<file path="src/rtl/array_access_sched_pkg.sv">
// Shared types and helpers for the array access scheduler: op codes, FSM states,
// the latched cell index and the reset-time cell contents.
package array_sched_pkg;

    localparam int IDX_W = 8;

    typedef enum logic [1:0] {
        OP_READ  = 2'b00,
        OP_WRITE = 2'b01,
        OP_ADD   = 2'b10,
        OP_RSVD  = 2'b11
    } op_e;

    typedef enum logic [0:0] {
        ST_IDLE = 1'b0,
        ST_RMW  = 1'b1
    } state_t;

    typedef struct packed {
        logic [IDX_W-1:0] plane;
        logic [IDX_W-1:0] row;
        logic [IDX_W-1:0] col;
    } idx_t;

    function automatic int unsigned init_value(input int unsigned p, input int unsigned r,
                                               input int unsigned c, input int unsigned nrow,
                                               input int unsigned ncol);
        return p * nrow * ncol + r * ncol + c;
    endfunction

endpackage

</file>
<file path="src/rtl/array_access_sched_rr_arbiter2.sv">
// Two-input round-robin arbiter: one-hot grant; on contention the requester
// not granted most recently wins. Priority favours requester 0 after reset.
module rr_arbiter2 (
    input  logic       clk,
    input  logic       rst,
    input  logic [1:0] req,
    input  logic       accept,
    output logic [1:0] grant
);

    logic prio;

    always_comb begin
        grant = req;
        if (req == 2'b11) begin
            grant = prio ? 2'b10 : 2'b01;
        end
    end

    always_ff @(posedge clk) begin
        if (rst) begin
            prio <= 1'b0;
        end else if (accept) begin
            prio <= grant[0];
        end
    end

endmodule

</file>
<file path="src/rtl/array_access_sched.sv">
// Arbiter/sequencer for a shared NPLANE x NROW x NCOL word array: read, write
// and locked two-cycle add for two requesters, one response pulse per request.
module array_access_sched
    import array_sched_pkg::*;
#(
    parameter  int NPLANE = 3,
    parameter  int NROW   = 2,
    parameter  int NCOL   = 4,
    parameter  int W      = 16,
    localparam int PW     = $clog2(NPLANE),
    localparam int RW     = $clog2(NROW),
    localparam int CW     = $clog2(NCOL)
) (
    input  logic          CLK,
    input  logic          RST,
    input  logic          REQ_VALID [2],
    output logic          REQ_READY [2],
    input  logic [1:0]    REQ_OP    [2],
    input  logic [PW-1:0] REQ_PLANE [2],
    input  logic [RW-1:0] REQ_ROW   [2],
    input  logic [CW-1:0] REQ_COL   [2],
    input  logic [W-1:0]  REQ_DATA  [2],
    output logic          RSP_VALID [2],
    output logic [W-1:0]  RSP_DATA  [2],
    output logic          RSP_ERR   [2],
    output logic          BUSY
);

    localparam int DEPTH = NPLANE * NROW * NCOL;
    localparam int AW    = $clog2(DEPTH);

    logic [W-1:0] mem [DEPTH];

    state_t        state, state_nxt;
    logic [1:0]    req_vec;
    logic [1:0]    grant;
    logic          accept;
    logic          gsel;

    op_e           sel_op;
    logic [PW-1:0] sel_plane;
    logic [RW-1:0] sel_row;
    logic [CW-1:0] sel_col;
    logic [W-1:0]  sel_data;
    logic          sel_err;
    logic [AW-1:0] sel_addr;
    logic [W-1:0]  sel_cell;

    idx_t          rmw_idx;
    logic          rmw_who;
    logic [W-1:0]  rmw_old;
    logic [W-1:0]  rmw_addend;
    logic [AW-1:0] rmw_addr;
    logic [W-1:0]  rmw_sum;

    // Arbitration only runs while idle and out of reset, so READY is gated too.
    assign req_vec = (state == ST_IDLE && !RST) ? {REQ_VALID[1], REQ_VALID[0]} : 2'b00;

    rr_arbiter2 u_arb (
        .clk    (CLK),
        .rst    (RST),
        .req    (req_vec),
        .accept (accept),
        .grant  (grant)
    );

    assign REQ_READY[0] = grant[0];
    assign REQ_READY[1] = grant[1];
    assign BUSY         = (state == ST_RMW);

    always_comb begin
        gsel      = grant[1];
        sel_op    = op_e'(REQ_OP[gsel]);
        sel_plane = REQ_PLANE[gsel];
        sel_row   = REQ_ROW[gsel];
        sel_col   = REQ_COL[gsel];
        sel_data  = REQ_DATA[gsel];
        sel_err   = (sel_op == OP_RSVD) || (int'(sel_plane) >= NPLANE) ||
                    (int'(sel_row) >= NROW) || (int'(sel_col) >= NCOL);
        sel_addr  = AW'(int'(sel_plane) * NROW * NCOL + int'(sel_row) * NCOL + int'(sel_col));
        sel_cell  = '0;
        if (!sel_err) begin
            sel_cell = mem[sel_addr];
        end
        rmw_addr  = AW'(int'(rmw_idx.plane) * NROW * NCOL + int'(rmw_idx.row) * NCOL +
                        int'(rmw_idx.col));
        rmw_sum   = rmw_old + rmw_addend;
    end

    always_comb begin
        state_nxt = state;
        accept    = 1'b0;
        case (state)
            ST_IDLE: begin
                if (grant != 2'b00) begin
                    accept = 1'b1;
                    if (!sel_err && sel_op == OP_ADD) begin
                        state_nxt = ST_RMW;
                    end
                end
            end
            ST_RMW:  state_nxt = ST_IDLE;
            default: state_nxt = ST_IDLE;
        endcase
    end

    always_ff @(posedge CLK) begin
        if (RST) begin
            state <= ST_IDLE;
        end else begin
            state <= state_nxt;
        end
    end

    // Reset has priority over the RMW write, so an add interrupted by RST is dropped.
    always_ff @(posedge CLK) begin
        if (RST) begin
            for (int unsigned p = 0; p < NPLANE; p++) begin
                for (int unsigned r = 0; r < NROW; r++) begin
                    for (int unsigned c = 0; c < NCOL; c++) begin
                        mem[AW'(init_value(p, r, c, NROW, NCOL))] <=
                            W'(init_value(p, r, c, NROW, NCOL));
                    end
                end
            end
            for (int unsigned i = 0; i < 2; i++) begin
                RSP_VALID[i] <= 1'b0;
                RSP_DATA[i]  <= '0;
                RSP_ERR[i]   <= 1'b0;
            end
            rmw_idx    <= '0;
            rmw_who    <= 1'b0;
            rmw_old    <= '0;
            rmw_addend <= '0;
        end else begin
            for (int unsigned i = 0; i < 2; i++) begin
                RSP_VALID[i] <= 1'b0;
                RSP_ERR[i]   <= 1'b0;
            end
            if (accept) begin
                if (sel_err) begin
                    RSP_VALID[gsel] <= 1'b1;
                    RSP_DATA[gsel]  <= '0;
                    RSP_ERR[gsel]   <= 1'b1;
                end else begin
                    case (sel_op)
                        OP_READ: begin
                            RSP_VALID[gsel] <= 1'b1;
                            RSP_DATA[gsel]  <= sel_cell;
                        end
                        OP_WRITE: begin
                            mem[sel_addr]   <= sel_data;
                            RSP_VALID[gsel] <= 1'b1;
                            RSP_DATA[gsel]  <= sel_cell;
                        end
                        OP_ADD: begin
                            rmw_idx.plane <= IDX_W'(sel_plane);
                            rmw_idx.row   <= IDX_W'(sel_row);
                            rmw_idx.col   <= IDX_W'(sel_col);
                            rmw_who       <= gsel;
                            rmw_old       <= sel_cell;
                            rmw_addend    <= sel_data;
                        end
                        default: ;
                    endcase
                end
            end
            if (state == ST_RMW) begin
                mem[rmw_addr]      <= rmw_sum;
                RSP_VALID[rmw_who] <= 1'b1;
                RSP_DATA[rmw_who]  <= rmw_sum;
            end
        end
    end

endmodule

</file>
<file path="config.mk">
export PLATFORM = sky130hd
export DESIGN_NAME = array_access_sched
export DESIGN_NICKNAME = d
export VERILOG_FILES = /design/src/rtl/array_access_sched_pkg.sv /design/src/rtl/array_access_sched_rr_arbiter2.sv /design/src/rtl/array_access_sched.sv
export SDC_FILE = /design/constraint.sdc
export NUM_CORES = 1
export LEC_CHECK = 0
export CORE_ASPECT_RATIO = 0.7
export CORE_UTILIZATION = 25
export CTS_CLUSTER_SIZE = 8
export DETAILED_ROUTE_END_ITERATION = 10
export GPL_TIMING_DRIVEN = 1
export SETUP_SLACK_MARGIN = 0.3
export SLEW_MARGIN = 30
export SYNTH_ARGS = -nofsm -noshare
export SYNTH_HDL_FRONTEND = slang
export SYNTH_SLANG_ARGS = --single-unit
</file>
<file path="constraint.sdc">
create_clock -name CLK -period 4.2 [get_ports CLK]
set_clock_uncertainty 0.2 [all_clocks]
set_input_delay 0.42 -clock CLK [delete_from_list [all_inputs] [get_ports CLK]]
set_output_delay 0.42 -clock CLK [all_outputs]
set_load 0.01 [all_outputs]
</file>
==> reports/results.ini, run 1 <==
[outcome]
status = finished, violations left
violations = DRC

[clock_network]
cts_tree = done
cts_root_buf = clkbuf_16
cts_buffers = 83
clk_latency_ns = 0.65
htree_levels = 3
clockBufferDepth = 3
clock-sinks = 588
cts.clk_slew.worst_paths_ns = 0.05
post-cts-setup-buffer-count = 0

[placed_design]
io_buffers = 88
dp_hpwl_mm = 71.5
gp_congestion = 1.00
placed_area_um2 = 31400

[timing]
period_needed_ns = 3.90
slew_viol_final = 0
fmax_mhz = 257
hold_viol = 0
max_slew.worst_pin.slew_ns = 1.08
setup_tns_ns = 0
setup_viol = 0
fin_crit_sh_pct = 92.8
rsz0062_at_grt = no
slew_headroom_pct = 27.5

[grt]
grt_pass1_vias = 20176
grt_max_degree = 53
grt-busiest-layer = met1
gr-usage-met1_pct = 27.3
met3_usage_pct = 6.87
met2_usage_pct = 24.1
antenna_found_initial = 1
grt_usage_pct = 18.1
gr-total-overflow = 0
grt_pass1_wl_mm = 146

[synth]
syn_area_per_cell_um2 = 11.6
ys.flop_type = edfxtp_1
synth_area_leaders = edfxtp_1 57%, nor2_1 6.0%, dfxtp_1 5.6%
yosysTopAreaCellShare_pct = 56.5
synthCells = 2344
synthArstFlopShare_pct = 0
synth_edf_count = 512
synth_area_um2 = 27200
yosys_warnings = 0
synth_cell_types = 87
synth_seq_cells = 588
ys_seq_area_share_pct = 62.1
yosys.area.top_type = edfxtp_1
syn_nets = 2410

[critical_path]
worst-endpoint-required_ns = 4.50
reg2regPathDepth = 9
cp-start-kind = flop
end_kind = flop
criticalPathCategory = flop to flop
timing.rr.start = BUSY
reg2reg_to = RSP_DATA[13]
r2r_slack_ns = 0.30
path_max_fanout = 11
worstPathArrival_ns = 4.20

[drt]
wl_mm = 102
drt-initial-drc-count = 3350
viasPerCell = 5.34
via_count = 21592
drt-pass1-iter-count = 11
final_antenna_net_count = 0
routedWlPerCell_um = 25.2
drcViolationCount = 2

[power_and_ir_drop]
power_density_nw_per_um2 = 437
p_leak_nw = 12.3
vdd_ir_drop_max_uv = 260

[hold_path]
hold-path-endpoint = u_arb.prio
whs_path_depth = 6
worstHoldStart = RST
hold_path_class = input pin to flop

[floorplanning]
die_w_um = 396
core_area_um2 = 107000
die-area_um2 = 110000
rows = 100
die_h_um = 278
ios = 89
start_util_pct = 25.4

[final_layout]
antenna_cells = 0
syn2layout_area_growth_pct = 24.1
final_nets = 2658
final_common_cell = edfxtp_1
fillers = 10760
drive_above_1_share_pct = 17.6
fin_area_um2 = 33800
final_cell_mix = 512 x edfxtp_1, 426 x nor2_1, 257 x nand2_1

[flow_run]
drv_cap = 0

flip-flops by register name, indices dropped and copies added (netlist names):
name and cells:
mem 512, RSP_DATA 32, rmw_addend 16, rmw_old 16
rmw_idx 5, RSP_ERR 2, RSP_VALID 2, BUSY 1
rmw_who 1, u_arb.prio 1
cell families after synthesis:
family	count (synthesis)	synth area share [%]
xor gates and xnor gates	12	0.386
DFF	588	62.1
muxes	143	6.55
and+or+nand+nor	911	14.3
AOI/OAI and AO/OA	461	12.4
adders and majority gates	16	0.763
buffers and inverters	213	3.51
cell usage after synthesis (all sizes together) (6+ instances only):
library cell,n
buf,69
a21oi,49
nand3,77
o21ai,76
mux4,24
a211oi,87
nand2b,14
nor3,13
mux2i,84
edfxtp,512
clkbuf,112
a22oi,27
ha,15
a221oi,20
a211o,6
nor2,439
a21o,7
o221ai,16
a2111oi,17
nand4,9
o21a,10
a311oi,16
a31o,14
o31ai,9
a31oi,22
and3,65
mux2,35
nor2b,7
a21boi,6
nor4,6
o2111ai,6
o22ai,17
xnor2,10
o211ai,14
o31a,6
inv,32
nand2,260
dfxtp,76
final cells by class:
type | count | area, um^2 | share of cell area [%]
Tap cell | 1428 | 1790 | 5.29
Timing Repair Buffer | 344 | 3140 | 9.29
Clock buffer | 106 | 2240 | 6.62
Inverter | 32 | 120 | 0.356
Multi-Input combinational cell | 1543 | 9540 | 28.2
Clock inverter | 5 | 57.6 | 0.170
Sequential cell | 588 | 16900 | 50.0
worst max-delay path by stage:
stage	endpoint	start	slack (ns)
floorplan	mem[20][0]	BUSY	0.70
global placement	RSP_DATA[13]	REQ_VALID[0]	-0.14
detailed placement	RSP_DATA[13]	REQ_VALID[0]	-0.09
CTS	RSP_DATA[12]	BUSY	0.36
global route	RSP_DATA[24]	BUSY	0.33
finish	RSP_DATA[13]	BUSY	0.30
report_power, final:
part | internal, mW | switching (mW)
registers | 6.51 | 0.0680
clock network | 3.67 | 2.52
logic | 0.657 | 1.32
metrics by stage:
step	hold slack (ns)	std cells	power, mW	utilization, %	worst slack, ns
floorplan	0.245	2344	7.60	-	0.699
global placement	0.264	3934	8.58	29.3	-0.143
detailed placement	0.267	3934	8.59	29.4	-0.0903
CTS	0.0700	4046	14.7	31.5	0.357
global route	0.107	4046	15.1	31.5	0.329
finish	0.0953	4046	14.8	31.5	0.302
per-layer routing:
layer / wire length, um / vias up
li1: - / 9242
met1: 45300 / 10775
met2: 39900 / 1396
met3: 14400 / 177
met4: 2190 / 2
met5: 7 / -
repair_timing:
action                     CTS  global route
resized for setup            0             3
setup endpoints to repair    0            12
hold endpoints to repair     9             0
hold buffers                 1             0
worst max-delay path, stage by stage, from the launching register on:
cell       delay (ns)
dfxtp_1          0.33
or2_1            0.41
nor4_2           0.60
nor2_4           0.24
a2111oi_0        0.96
buf_4            0.23
a211oi_1         0.06
o221a_2          0.32
nor3_1           0.23
o221ai_1         0.16
Note: power is estimated with default switching activity, not from simulation.
==> inputs of run 2 (changes only) <==
--- a/config.mk
+++ b/config.mk
@@ -5,6 +5,7 @@
 export SDC_FILE = /design/constraint.sdc
 export NUM_CORES = 1
 export LEC_CHECK = 0
+export ABC_CLOCK_PERIOD_IN_PS = 4200
 export CORE_ASPECT_RATIO = 0.7
 export CORE_UTILIZATION = 25
 export CTS_CLUSTER_SIZE = 8
==> results of run 2 <==
The final DEF is identical to that of run 1; final timing and power are the same.
